File: src/rtl/ula_arbiter.sv
// rtl/ula_arbiter.sv - two-requester arbiter sharing one ula; define ULA_ARB_RR_EN for round-robin, otherwise fixed priority (port 0 first)
module ula_arbiter #(
  parameter int DATA_WIDTH   = 16,
  parameter int OPCODE_WIDTH = 4,
  parameter int ERRCNT_WIDTH = 8
) (
  input  logic                    clk,
  input  logic                    rst,
  input  logic                    req0,
  input  logic                    req1,
  input  logic [OPCODE_WIDTH-1:0] opcode0,
  input  logic [OPCODE_WIDTH-1:0] opcode1,
  input  logic [DATA_WIDTH-1:0]   data1_0,
  input  logic [DATA_WIDTH-1:0]   data2_0,
  input  logic [DATA_WIDTH-1:0]   data1_1,
  input  logic [DATA_WIDTH-1:0]   data2_1,
  output logic                    ack0,
  output logic                    ack1,
  output logic [DATA_WIDTH-1:0]   out,
  output logic [4:0]              rflags,
  output logic                    busy,
  output logic                    grant,
  output logic [ERRCNT_WIDTH-1:0] err_count,
  output logic [OPCODE_WIDTH-1:0] ula_opcode,
  output logic [DATA_WIDTH-1:0]   ula_data1,
  output logic [DATA_WIDTH-1:0]   ula_data2,
  input  logic [DATA_WIDTH-1:0]   ula_out,
  input  logic [4:0]              ula_rflags
);

  typedef enum logic [1:0] {S_IDLE, S_EXEC, S_DONE} state_t;

  state_t                  r_state;
  state_t                  w_next;
  logic                    r_grant;
  logic [OPCODE_WIDTH-1:0] r_opcode;
  logic [DATA_WIDTH-1:0]   r_data1;
  logic [DATA_WIDTH-1:0]   r_data2;
  logic [DATA_WIDTH-1:0]   r_out;
  logic [4:0]              r_rflags;
  logic [ERRCNT_WIDTH-1:0] r_err_count;
  logic                    w_any;
  logic                    w_win;

  assign w_any = req0 | req1;

`ifdef ULA_ARB_RR_EN
  logic r_rr_ptr;

  // Round-robin pointer: after each completion it points at the port that was not served
  always_ff @(posedge clk) begin
    if (rst) begin
      r_rr_ptr <= 1'b0;
    end else if (r_state == S_DONE) begin
      r_rr_ptr <= ~r_grant;
    end
  end

  // Winner: a lone requester wins outright; contention is settled by the pointer
  always_comb begin
    w_win = ~req0;
    if (req0 && req1) begin
      w_win = r_rr_ptr;
    end
  end
`else
  // Winner: port 0 whenever it requests, port 1 only when port 0 is quiet
  always_comb begin
    w_win = ~req0;
  end
`endif

  // State register
  always_ff @(posedge clk) begin
    if (rst) begin
      r_state <= S_IDLE;
    end else begin
      r_state <= w_next;
    end
  end

  // Next state plus decoded handshake outputs; reset suppresses a pending ack
  always_comb begin
    w_next = r_state;
    ack0   = 1'b0;
    ack1   = 1'b0;
    busy   = 1'b0;
    case (r_state)
      S_IDLE: begin
        if (w_any) begin
          w_next = S_EXEC;
        end
      end
      S_EXEC: begin
        busy   = 1'b1;
        w_next = S_DONE;
      end
      S_DONE: begin
        busy   = 1'b1;
        ack0   = ~r_grant & ~rst;
        ack1   = r_grant & ~rst;
        w_next = S_IDLE;
      end
      default: begin
        w_next = S_IDLE;
      end
    endcase
  end

  // Operand capture at grant, result capture and error counting at the end of EXEC
  always_ff @(posedge clk) begin
    if (rst) begin
      r_grant     <= 1'b0;
      r_opcode    <= '0;
      r_data1     <= '0;
      r_data2     <= '0;
      r_out       <= '0;
      r_rflags    <= '0;
      r_err_count <= '0;
    end else begin
      if (r_state == S_IDLE && w_any) begin
        r_grant  <= w_win;
        r_opcode <= w_win ? opcode1 : opcode0;
        r_data1  <= w_win ? data1_1 : data1_0;
        r_data2  <= w_win ? data2_1 : data2_0;
      end
      if (r_state == S_EXEC) begin
        r_out    <= ula_out;
        r_rflags <= ula_rflags;
        if (ula_rflags[0] && (r_err_count != {ERRCNT_WIDTH{1'b1}})) begin
          r_err_count <= r_err_count + {{(ERRCNT_WIDTH-1){1'b0}}, 1'b1};
        end
      end
    end
  end

  assign grant      = r_grant;
  assign out        = r_out;
  assign rflags     = r_rflags;
  assign err_count  = r_err_count;
  assign ula_opcode = r_opcode;
  assign ula_data1  = r_data1;
  assign ula_data2  = r_data2;

endmodule

File: config.mk
export PLATFORM = sky130hd
export DESIGN_NAME = ula_arbiter
export DESIGN_NICKNAME = d
export VERILOG_FILES = /design/src/rtl/ula_arbiter.sv
export SDC_FILE = /design/constraint.sdc
export NUM_CORES = 1
export LEC_CHECK = 0
export CORE_AREA = 2 2 96 98
export DETAILED_ROUTE_END_ITERATION = 8
export DIE_AREA = 0 0 98 100
export PLACE_DENSITY = 0.74
export SYNTH_ARGS = -nofsm -noshare
export SYNTH_HDL_FRONTEND = slang
export SYNTH_SLANG_ARGS = --single-unit
File: constraint.sdc
create_clock -name clk -period 1.7 [get_ports clk]
set_clock_uncertainty 0.1 [all_clocks]
set_input_delay 0.255 -clock clk [delete_from_list [all_inputs] [get_ports clk]]
set_output_delay 0.255 -clock clk [all_outputs]
set_load 0.005 [all_outputs]
* Word level (Yosys, flattened, before mapping) *
Index checks and enable logic that the tools add are counted.
W data, S select, Z words.

storage, ports and cells
  input port bits = 97
  register bits after elaboration = 68
  memories = 0
  memory bits (read-only) = 0
  RAM bits = 0
  word-level logic and storage cells = 32
  bits in latches = 0

operators by class
  add/sub/neg operators = 1
  reductions and logical operators = 5
  div/mod/pow operators = 0
  multipliers = 0
  equality and inequality tests = 4
  shift operators = 0
  magnitude comparators = 0
  muxes and demuxes = 8
  bitwise operators = 6

operators with widths
  cell                   count
  $mux W16               2
  $add A8 B1 Y8 const B  1
  $ne A8 B8 Y1 const B   1
  $mux W4                1
  $pmux W2 S2            1
  $mux W1                3
  $not A1 Y1             3
  $and A1 B1 Y1          2
  $eq A2 B1 Y1 const B   1
  $eq A2 B2 Y1 const B   1
  $logic_and A1 B1 Y1    2
  $logic_not A2 Y1       1
  $mux W2                1
  $ne A2 B2 Y1 const B   1
  $reduce_and A2 Y1      1
  $reduce_or A2 Y1       1
  $or A1 B1 Y1           1

* Longest topological paths before layout *
Gate-level depths: netlist of run 1.

  depth in word-level cells = 3
  gate-level depth with buffers = 7
  depth with buffers taken out = 6

* Worst setup path after synthesis of run 1 *
No wires, ideal clock.

  path type = reg2reg
  start point = register r_state[1]
  end point = register r_err_count[5], in the netlist err_count[5]
  data arrival time = 1.507 ns
  stages on the path, launching flop included = 8
  slack = 0.022 ns
  buffers on the path = 1
  setup time = 0.071 ns
  cells stage by stage = dfxtp_1 inv_1 ha_1 buf_2 nand2_2 o21bai_4 or4_1 a21oi_1

on the way
  longest elaborated chain between the ends = 2

ends and longest elaborated chain
  item                         line  source
  start: declaration           33    state_t r_state;
  start signal: assignment     78    r_state <= w_next;
  $eq A2 B1 Y1                 127   if (r_state == S_EXEC) begin
  $reduce_and A2 Y1 (no line)  --
  end signal: assignment       131   r_err_count <= r_err_count + {{(ERRCNT_WIDTH-1){1'b0}}, 1'b1};
  end: declaration             41    logic [ERRCNT_WIDTH-1:0] r_err_count;

Every way passes these cells.
A chain may end at the register's enable or synchronous reset.

* Final worst setup path of run 1 *
  start point = register r_state[0]
  end point = register r_err_count[5], in the netlist err_count[5]

Same word-level chain as after synthesis.

==> results of run 1 <==
-- path summary, 6_finish.rpt --
check        slack (ps)  depth (start not counted)      endpoint
min reg2reg         380                          2     rflags[0]
max reg2reg          50                          6  err_count[5]
min                 120                          2         grant
max                  50                          6  err_count[5]
-- what timing repair did --
| item | 4_1_cts | 5_1_grt |
|---|---|---|
| endpoints found under the setup margin | 5 | 38 |
| gates resized for setup | 17 | 21 |
| setup buffers | 2 | 1 |
| hold buffers | 0 | 0 |
| gates cloned | 0 | 2 |
-- worst max-delay path, delay by kind of cell (launching register included) --
| kind | cells | cell delay [ps] |
|---|---|---|
| compound gates | 2 | 360 |
| fa+ha+maj | 1 | 130 |
| buf+inv | 1 | 130 |
| flops | 1 | 350 |
| simple gates | 2 | 520 |
-- metrics by stage --
step | utilization, % | instances | instance area, um2 | setup TNS, ps
after global placement | 52.7 | 555 | 4680 | -213
final | 57.3 | 576 | 5090 | 0
after detailed placement | 52.7 | 555 | 4680 | -302
after floorplan | - | 292 | 2890 | 0
after global routing | 57.3 | 576 | 5090 | -12.0
after CTS | 55.6 | 573 | 4940 | 0
-- final cells by class --
type | instances | area [um2]
fillers | 796 | 3800
repair buffers | 180 | 1830
multi-input cells | 198 | 1510
flip-flops and latches | 68 | 1370
well taps | 111 | 139
clock buffers | 10 | 138
clock inverters | 6 | 87.6
inverters | 3 | 11.3
-- cells by family (layout without fill, tap and decap cells) --
group | count (synthesis) | in the layout | synth area share (%)
AND/OR/NAND/NOR | 80 | 80 | 12.0
flip-flops | 68 | 68 | 47.1
multiplexers | 59 | 59 | 20.4
AO/OA/AOI/OAI | 51 | 51 | 13.3
buffers and inverters | 26 | 199 | 4.02
adder cells (fa/ha/maj) | 6 | 6 | 2.60
XOR/XNOR | 2 | 2 | 0.606
-- sequential cells by signal, indices dropped and copies added (netlist names) --
signal / count
ula_data1: 16
ula_data2: 16
grant: 1
out: 16
r_state: 2
err_count: 8
ula_opcode: 4
rflags: 5
-- power breakdown --
group	switching [mW]	total (mW)	internal (mW)	leakage [nW]
clock	0.607	1.47	0.866	0.116
sequential	0.0987	1.88	1.78	0.565
combinational	0.527	1.36	0.836	1.33
total	1.23	4.72	3.48	2.01
-- layout by cell type, fill, tap and decap left out, drive strengths merged --
master,instances
a211oi,37
a21oi,4
a31oi,1
and3b,1
buf,16
bufinv,2
clkbuf,13
clkdlybuf4s15,1
clkdlybuf4s50,160
clkinv,4
dfxtp,68
ha,6
inv,3
mux2i,59
nand2,4
nand2b,1
nand3,4
nand4,1
nor2,61
nor2b,1
nor3,2
nor3b,2
o2111ai,1
o21a,3
o21ai,1
o21ba,1
o21bai,1
o31ai,2
or4,3
xor2,2
-- per-layer routing --
metal / track usage (%) / vias to the layer above / routed length [um]
li1: - / 1368 / -
met1: 18.2 / 1273 / 3420
met2: 26.3 / 103 / 3960
met3: 5.36 / 10 / 558
met4: 5.56 / 0 / 122
met5: 0 / - / 0
==> metrics.md, run 1 <==
| Metric | Value |
|---|---|
| Via count | `2,754` |
| DRC viols | `0` |
| Worst VDD drop | `about 380 uV` |
| Leakage power | `between 2 and 2.5 nW` |
| DR pass1 iterations | `4` |
| Syn Area/Cell | `between 9 and 10 um2` |
| Antenna Violating Nets Remaining | `0` |
| Die ar. | `9800 um2` |
| MaxCap Viol Count | `0` |
| Total wire length | `8060 um` |
| Commonest register cell after synthesis | `dfxtp_1` |
| Starting density of the core | `32.5%` |
| Max Clk Rate | `0.605 GHz` |
| Most common cell in the netlist | `dfxtp_1` |
| Tcrit/Tclk final | `97.2%` |
| Syn Inst Count | `292` |
| Largest fanout on the critical path | `6` |
| Ant. Diodes | `0` |
| H-tree depth | `3` |
| Die Y-Extent | `100 um` |
| # rows | `35` |
| CTS buffer count | `9` |
| Distinct cell type count after synthesis | `29` |
| Ranking of synthesized cells by area | `dfxtp_1 (47%), mux2i_1 (20%), a211oi_1 (9.6%), nor2_1 (7.9%), ha_1 (2.6%)` |
| Sequential area share after synthesis | `about 47%` |
| Hpwl dp | `5670 um` |
| Critical path arrival | `1810 ps` |
| 1st-iter DRT viols | `39` |
| Clk sinks | `68` |
| Wire length per cell | `between 10 and 15 um` |
| Worst reg2reg startpoint | `r_state[0]` |
| Final Hold Fails | `0` |
| I/O Buffers | `around 170` |
| Mapped Nets | `395` |
| EDFF count, synth | `0` |
| Power per Cell Area | `about 900 nW/um2` |
| Ys Warns | `0` |
| Post-Syn Area | `2890 um2` |
| Critical Path Slowest Stage Cell | `or4_1` |
| Area delta synth->final | `76.0%` |
| Worst slew pin tran | `~410 ps` |
| Die Width | `98 um` |
| Place WS | `-102 ps` |
| Min Tclk post-route | `1650 ps` |
| Hold path start | `req0` |
| Hold Path Class | `in -> reg` |
| Longest Clk Path Bufs | `2` |
| First-pass GRT wire length | `approximately 12,000 um` |
| Post-synth ARST share | `0%` |
| Crit. Startpoint | `r_state[0]` |
| Worst slew margin | `72.9%` |
| WS Path Type | `reg -> reg` |
| # IOs | `166` |
| Worst Hold Slack | `between 100 and 150 ps` |
| WP data required | `~1900 ps` |
| Startpoint types | `flip-flop` |
| Vias per cell | `around 4.8` |
| Clock transition at path regs | `70 ps` |
| Max Slew Vio Count | `0` |
| GRT Overall Usage | `approximately 15%` |
| Commonest cells post-synth | `dfxtp_1 (68), nor2_1 (61), mux2i_1 (59)` |
| Setup ws final | `between 40 and 50 ps` |
| Vias in the first global route | `2,591` |
| Worst setup EP type | `flip-flop` |
| Yosys top cell area share | `a little under half` |
| CTS tree | `yes` |
| Share of layout cells above drive strength 1 | `13.5%` |
| GPL Wtd Cong | `0.758` |
| Outcome | `finished, final reports clean` |
| Layout Nets | `between 500 and 600` |
| Root Driver | `clkbuf_8` |
| CP Cell Sequence | `buf_4 -> ha_4 -> nand2_2 -> o21bai_4 -> or4_1 -> a21oi_1` |
| Tot Pwr | `4.72 mW` |
| Synth area leader | `dfxtp_1` |
| Worst skew pair latency | `330 ps` |
| Core area | `8890 um2` |
| CP max stage delay | `470 ps` |
| Initial antenna violation count | `0` |
| Setup violators final | `0` |
| #FFs+latches synth | `68` |
| Largest net degree at the start of global routing | `40` |
| RSZ-0062 raised after global routing | `true` |
| Remaining global-route overflow | `0` |
Note: power is estimated with default switching activity, not from simulation.
==> run 2, diff against run 1 <==
==> config.mk (replaced) <==
export PLATFORM = sky130hd
export DESIGN_NAME = ula_arbiter
export DESIGN_NICKNAME = d
export VERILOG_FILES = /design/src/rtl/ula_arbiter.sv
export SDC_FILE = /design/constraint.sdc
export NUM_CORES = 1
export LEC_CHECK = 0
export CORE_AREA = 2 2 84 126
export DETAILED_ROUTE_END_ITERATION = 8
export DIE_AREA = 0 0 86 128
export PLACE_DENSITY = 0.67
export SYNTH_ARGS = -nofsm -noshare
export SYNTH_HDL_FRONTEND = slang
export SYNTH_SLANG_ARGS = --single-unit
==> constraint.sdc (replaced) <==
create_clock -name clk -period 1.7 [get_ports clk]
set_clock_uncertainty 0.1 [all_clocks]
set_input_delay 0.255 -clock clk [delete_from_list [all_inputs] [get_ports clk]]
set_output_delay 0.255 -clock clk [all_outputs]
set_load 0.1 [all_outputs]
==> metrics.md, run 2 (synthesis gave the netlist of run 1 again) <==
| Metric | Value |
|---|---|
| Outcome | `finished, final reports clean` |
| WS Path Type | `reg -> out` |
| Clock power share | `between 20% and 30%` |
| Largest fanout on the critical path | `4` |
| Worst skew pair latency | `roughly 320 ps` |
| # hold bufs at CTS | `0` |
| Commonest non-fill, non-tap cells in the layout | `clkdlybuf4s50_1 (94), buf_12 (72), nor2_1 (61), mux2i_1 (59), dfxtp_1 (57)` |
| DRC viols | `0` |
| Switch Pwr | `around 2.7 mW` |
| Vias in the first global route | `2,726` |
| Max Clk Rate | `0.610 GHz` |
| Clock transition at path regs | `50 ps` |
| Starting density of the core | `29.0%` |
| Area delta synth->final | `100%` |
| Clk sinks | `68` |
| Post-route core utilization | `58.0%` |
| GRT Overall Usage | `between 15 and 20%` |
| Layout Nets | `560` |
| Worst setup EP type | `output pin` |
| Core area | `9970 um2` |
| Final Cell Area | `roughly 5800 um2` |
| Antenna Violating Nets Remaining | `0` |
| RSZ-0062 raised after global routing | `true` |
| CTS buffer count | `9` |
| Met2 Usage GRT | `27.5%` |
| Die Width | `86 um` |
| Comb power frac | `44.5%` |
| Largest net degree at the start of global routing | `38` |
| 1st-iter DRT viols | `54` |
| Post-CTS setup buffers | `0` |
| Met1 GRT Util | `15.5%` |
| Internal power | `4.09 mW` |
| Die ar. | `11,000 um2` |
| WP data required | `about 1300 ps` |
| Switch share | `39.6%` |
| Flop pwr share | `around 30%` |
| Hold Path Class | `in -> reg` |
| First-pass GRT wire length | `13,100 um` |
| Worst slew pin tran | `around 400 ps` |
| MaxCap Viol Count | `0` |
| Power per Cell Area | `between 1000 and 1500 nW/um2` |
| Filler Cells Inserted | `850` |
| Startpoint types | `flip-flop` |
| Initial antenna violation count | `0` |
| Root Driver | `clkbuf_16` |
| Critical path arrival | `1280 ps` |
| Most Used Layer, Global Route | `met2` |
| DP Area | `5430 um2` |
| Remaining global-route overflow | `0` |
| Cell total after placement | `562` |
| Tot Pwr | `6.77 mW` |
| # rows | `45` |
| Setup violators final | `0` |
| Critical Path Slowest Stage Cell | `dfxtp_4` |
| Total wire length | `8350 um` |
| Max Slew Vio Count | `0` |
| Hpwl dp | `around 6400 um` |
| Longest Clk Path Bufs | `2` |
| CP max stage delay | `370 ps` |
| CTS tree | `yes` |
| Place WS | `-117 ps` |
| Min Tclk post-route | `1640 ps` |
| Leading cell type in the layout, fill and taps excluded | `clkdlybuf4s50_1` |
| Vias per cell | `4.70` |
| CP Cell Sequence | `inv_4 -> ha_4 -> nor3b_4 -> buf_12` |
| I/O Buffers | `165` |
| Ant. Diodes | `0` |
| Fin cells | `579` |
| Setup ws final | `60.2 ps` |
| Reg2reg setup slack | `about 80 ps` |
| H-tree depth | `3` |
| Via count | `2,724` |
| Wire length per cell | `14.4 um` |
| # IOs | `between 150 and 200` |
| Final Hold Fails | `0` |
| Tcrit/Tclk final | `96.5%` |
| DR pass1 iterations | `4` |
| Leakage power | `2.34 nW` |
| GPL Wtd Cong | `0.778` |
| Met3 GRT Util | `roughly 6.1%` |
| Share of layout cells above drive strength 1 | `26.0%` |
| Die Y-Extent | `128 um` |
| Worst VDD drop | `between 600 and 700 uV` |
| Worst slew margin | `73.5%` |
==> run 2: area by class of cell <==
type | count | area [um2] | area share (%)
Multi-Input combinational cell | 198 | 1470 | 25.4
Inverter | 3 | 16.3 | 0.281
Tap cell | 117 | 146 | 2.53
Clock inverter | 5 | 52.6 | 0.909
Sequential cell | 68 | 1390 | 24.1
Clock buffer | 11 | 233 | 4.02
Timing Repair Buffer | 177 | 2480 | 42.8
==> run 2: worst max-delay path, delay by kind of cell (launching register included) <==
family	cells	cell delay (ps)
fa+ha+maj	1	120
buf+inv	2	270
flops	1	370
simple gates	1	200
==> run 2: path summary, 6_finish.rpt <==
kind,cells past startpoint,end,from
max reg2reg,5,err_count[7],err_count[0]
max,4,ack0,r_state[0]
min,2,out[5],rst
min reg2reg,2,rflags[0],rflags[0]
==> run 2: layer usage <==
| layer | up-vias | wire, um |
|---|---|---|
| met1 | 1247 | 2990 |
| met2 | 101 | 4630 |
| met3 | 6 | 639 |
| li1 | 1370 | - |
| met4 | 0 | 92 |
| met5 | - | 0 |
==> run 2: what timing repair did <==
action / 4_1_cts / 5_1_grt
gates cloned: 0 / 1
gates resized for setup: 4 / 9
pin swaps: 0 / 1
endpoints found under the setup margin: 5 / 5
==> run 2: power groups by stage <==
stage | combinational (mW) | sequential [mW] | clock [mW]
finish | 3.01 | 1.98 | 1.78
global placement | 2.96 | 2.00 | 0
detailed placement | 2.99 | 2.01 | 0
global route | 3.13 | 2.00 | 1.91
floorplan | 0.559 | 3.18 | 0
CTS | 2.99 | 1.98 | 1.85
==> run 2: metrics by stage <==
step	hold WS, ps	setup TNS [ps]
global route	217	-9.60
detailed placement	400	-274
finish	204	0
floorplan	302	-120
global placement	399	-180
CTS	193	-9.17
==> run 3, diff against run 2 <==
--- a/config.mk
+++ b/config.mk
@@ -6,9 +6,11 @@
 export NUM_CORES = 1
 export LEC_CHECK = 0
 export CORE_AREA = 2 2 84 126
+export CTS_CLUSTER_SIZE = 8
 export DETAILED_ROUTE_END_ITERATION = 8
 export DIE_AREA = 0 0 86 128
-export PLACE_DENSITY = 0.67
+export DONT_BUFFER_PORTS = 1
+export GPL_ROUTABILITY_DRIVEN = 0
 export SYNTH_ARGS = -nofsm -noshare
 export SYNTH_HDL_FRONTEND = slang
 export SYNTH_SLANG_ARGS = --single-unit
==> metrics.md, run 3 (synthesis gave the netlist of run 1 again) <==
| Metric | Value |
|---|---|
| Worst slew pin tran | `483 ps` |
| Core area | `9970 um2` |
| DRC viols | `0` |
| Wire length per cell | `14.9 um` |
| Fin cells | `479` |
| Startpoint types | `flip-flop` |
| # IOs | `166` |
| Power per Cell Area | `around 1500 nW/um2` |
| # rows | `45` |
| 1st-iter DRT viols | `51` |
| Worst skew pair latency | `~330 ps` |
| Hpwl dp | `5070 um` |
| Clock transition at path regs | `50 ps` |
| MaxCap Viol Count | `0` |
| CTS buffer count | `9` |
| Max Clk Rate | `0.592 GHz` |
| Share of layout cells above drive strength 1 | `31.2%` |
| First-pass GRT wire length | `roughly 11,000 um` |
| Leakage power | `1.76 nW` |
| Failing checks | `negative hold slack` |
| Worst reg2reg startpoint | `r_state[1]` |
| CP max stage delay | `340 ps` |
| Reg2reg setup slack | `70 ps` |
| WS Path Type | `reg -> out` |
| Total wire length | `7150 um` |
| RSZ-0062 raised after global routing | `true` |
| I/O Buffers | `0` |
| Setup violators final | `0` |
| Critical path arrival | `1330 ps` |
| Tcrit/Tclk final | `99.4%` |
| Root Driver | `clkbuf_16` |
| WHS Endpoint | `ula_data1[11]` |
| GRT Overall Usage | `between 10% and 20%` |
| Cell total after placement | `460` |
| Leading cell type in the layout, fill and taps excluded | `buf_4` |
| Area delta synth->final | `37.8%` |
| Clk sinks | `68` |
| Die Y-Extent | `~130 um` |
| CP Cell Sequence | `inv_2 -> ha_1 -> nor3b_4 -> buf_12` |
| DR pass1 iterations | `4` |
| Vias in the first global route | `2,276` |
| Largest net degree at the start of global routing | `72` |
| Via count | `around 2.4k` |
| Critical Path Slowest Stage Cell | `dfxtp_2` |
| CTS tree | `yes` |
| Final Cell Area | `around 4000 um2` |
| Hold Path Stages | `1` |
| DP Area | `about 3600 um2` |
| Hold Path Class | `in -> reg` |
| Vias per cell | `4.96` |
| Worst VDD drop | `626 uV` |
| Register-to-Register Path Depth | `6` |
| R2R Path End | `err_count[5]` |
| Worst Hold Slack | `-102 ps` |
| Ant. Diodes | `0` |
| WP data required | `1340 ps` |
| H-tree depth | `3` |
| Worst slew margin | `67.7%` |
| Starting density of the core | `between 20% and 30%` |
| Layout Nets | `460` |
| Largest fanout on the critical path | `4` |
| Initial antenna violation count | `0` |
| Min Tclk post-route | `1690 ps` |
| Remaining global-route overflow | `0` |
| Outcome | `finished, violations left` |
| Max Slew Vio Count | `0` |
| Longest Clk Path Bufs | `2` |
| Commonest non-fill, non-tap cells in the layout | `buf_4 (69), nor2_1 (61), mux2i_1 (59), dfxtp_1 (57), a211oi_1 (37)` |
| Hold path start | `rst` |
| Final Hold Fails | `64` |
| Die ar. | `11,000 um2` |
| Worst setup EP type | `output pin` |
| Die Width | `86 um` |
| Antenna Violating Nets Remaining | `0` |
| # hold bufs at CTS | `1` |
-- run 3: what timing repair did --
action / 4_1_cts / 5_1_grt
cloned: 0 / 1
setup endpoints to repair: 3 / 11
resized for setup: 3 / 6
endpoints found under the hold margin: 68 / 66
buffers inserted: 0 / 1
-- run 3: cell type report --
cell class,instances,area [um2]
fillers,997,5980
repair buffers,77,667
clock inverters,4,45.0
well taps,117,146
inverters,3,11.3
multi-input cells,198,1460
flip-flops and latches,68,1390
clock buffers,12,268
-- run 3: layer usage --
layer | routed length (um) | share of wire [%] | global-route usage [%]
met4 | 173 | 2.4 | 7.56
met2 | 4020 | 56 | 22.3
met3 | 368 | 5.1 | 2.45
met5 | 0 | 0 | 0
met1 | 2590 | 36 | 13.1
-- run 3: worst max-delay path: cells and delay by family (launching register included) --
kind | cells | cell delay [ps]
fa+ha+maj | 1 | 170
buf+inv | 2 | 280
flops | 1 | 340
simple gates | 1 | 230
-- run 3: power breakdown --
| part | total [mW] | internal, mW | leakage, nW | switching, mW |
|---|---|---|---|---|
| Combinational | 2.30 | 0.558 | 1.03 | 1.74 |
| Clock | 1.90 | 1.26 | 0.157 | 0.649 |
| Sequential | 1.87 | 1.78 | 0.567 | 0.0948 |
-- run 3: worst max-delay path by stage --
stage | end | startpoint | depth (start not counted)
4_1_cts | ack0 | r_state[0] | 4
5_1_grt | ack0 | r_state[0] | 4
6_report | ack0 | r_state[0] | 4
3_3_place_gp | err_count[5] | r_state[1] | 6
2_1_floorplan | ack0 | rst | 3
3_5_place_dp | err_count[7] | r_state[0] | 5
-- run 3: through the flow --
step | TNS (ps) | power (mW) | worst slack, ps | util, % | hold WS [ps]
6_report | 0 | 6.07 | 10.6 | 40.0 | -102
3_3_place_gp | 0 | 4.11 | 117 | 35.9 | 231
2_1_floorplan | -120 | 3.74 | -120 | - | 302
3_5_place_dp | 0 | 4.14 | 78.6 | 35.9 | 231
5_1_grt | -196 | 6.31 | -51.4 | 40.0 | -112
4_1_cts | -27.4 | 6.09 | -20.5 | 39.3 | -116
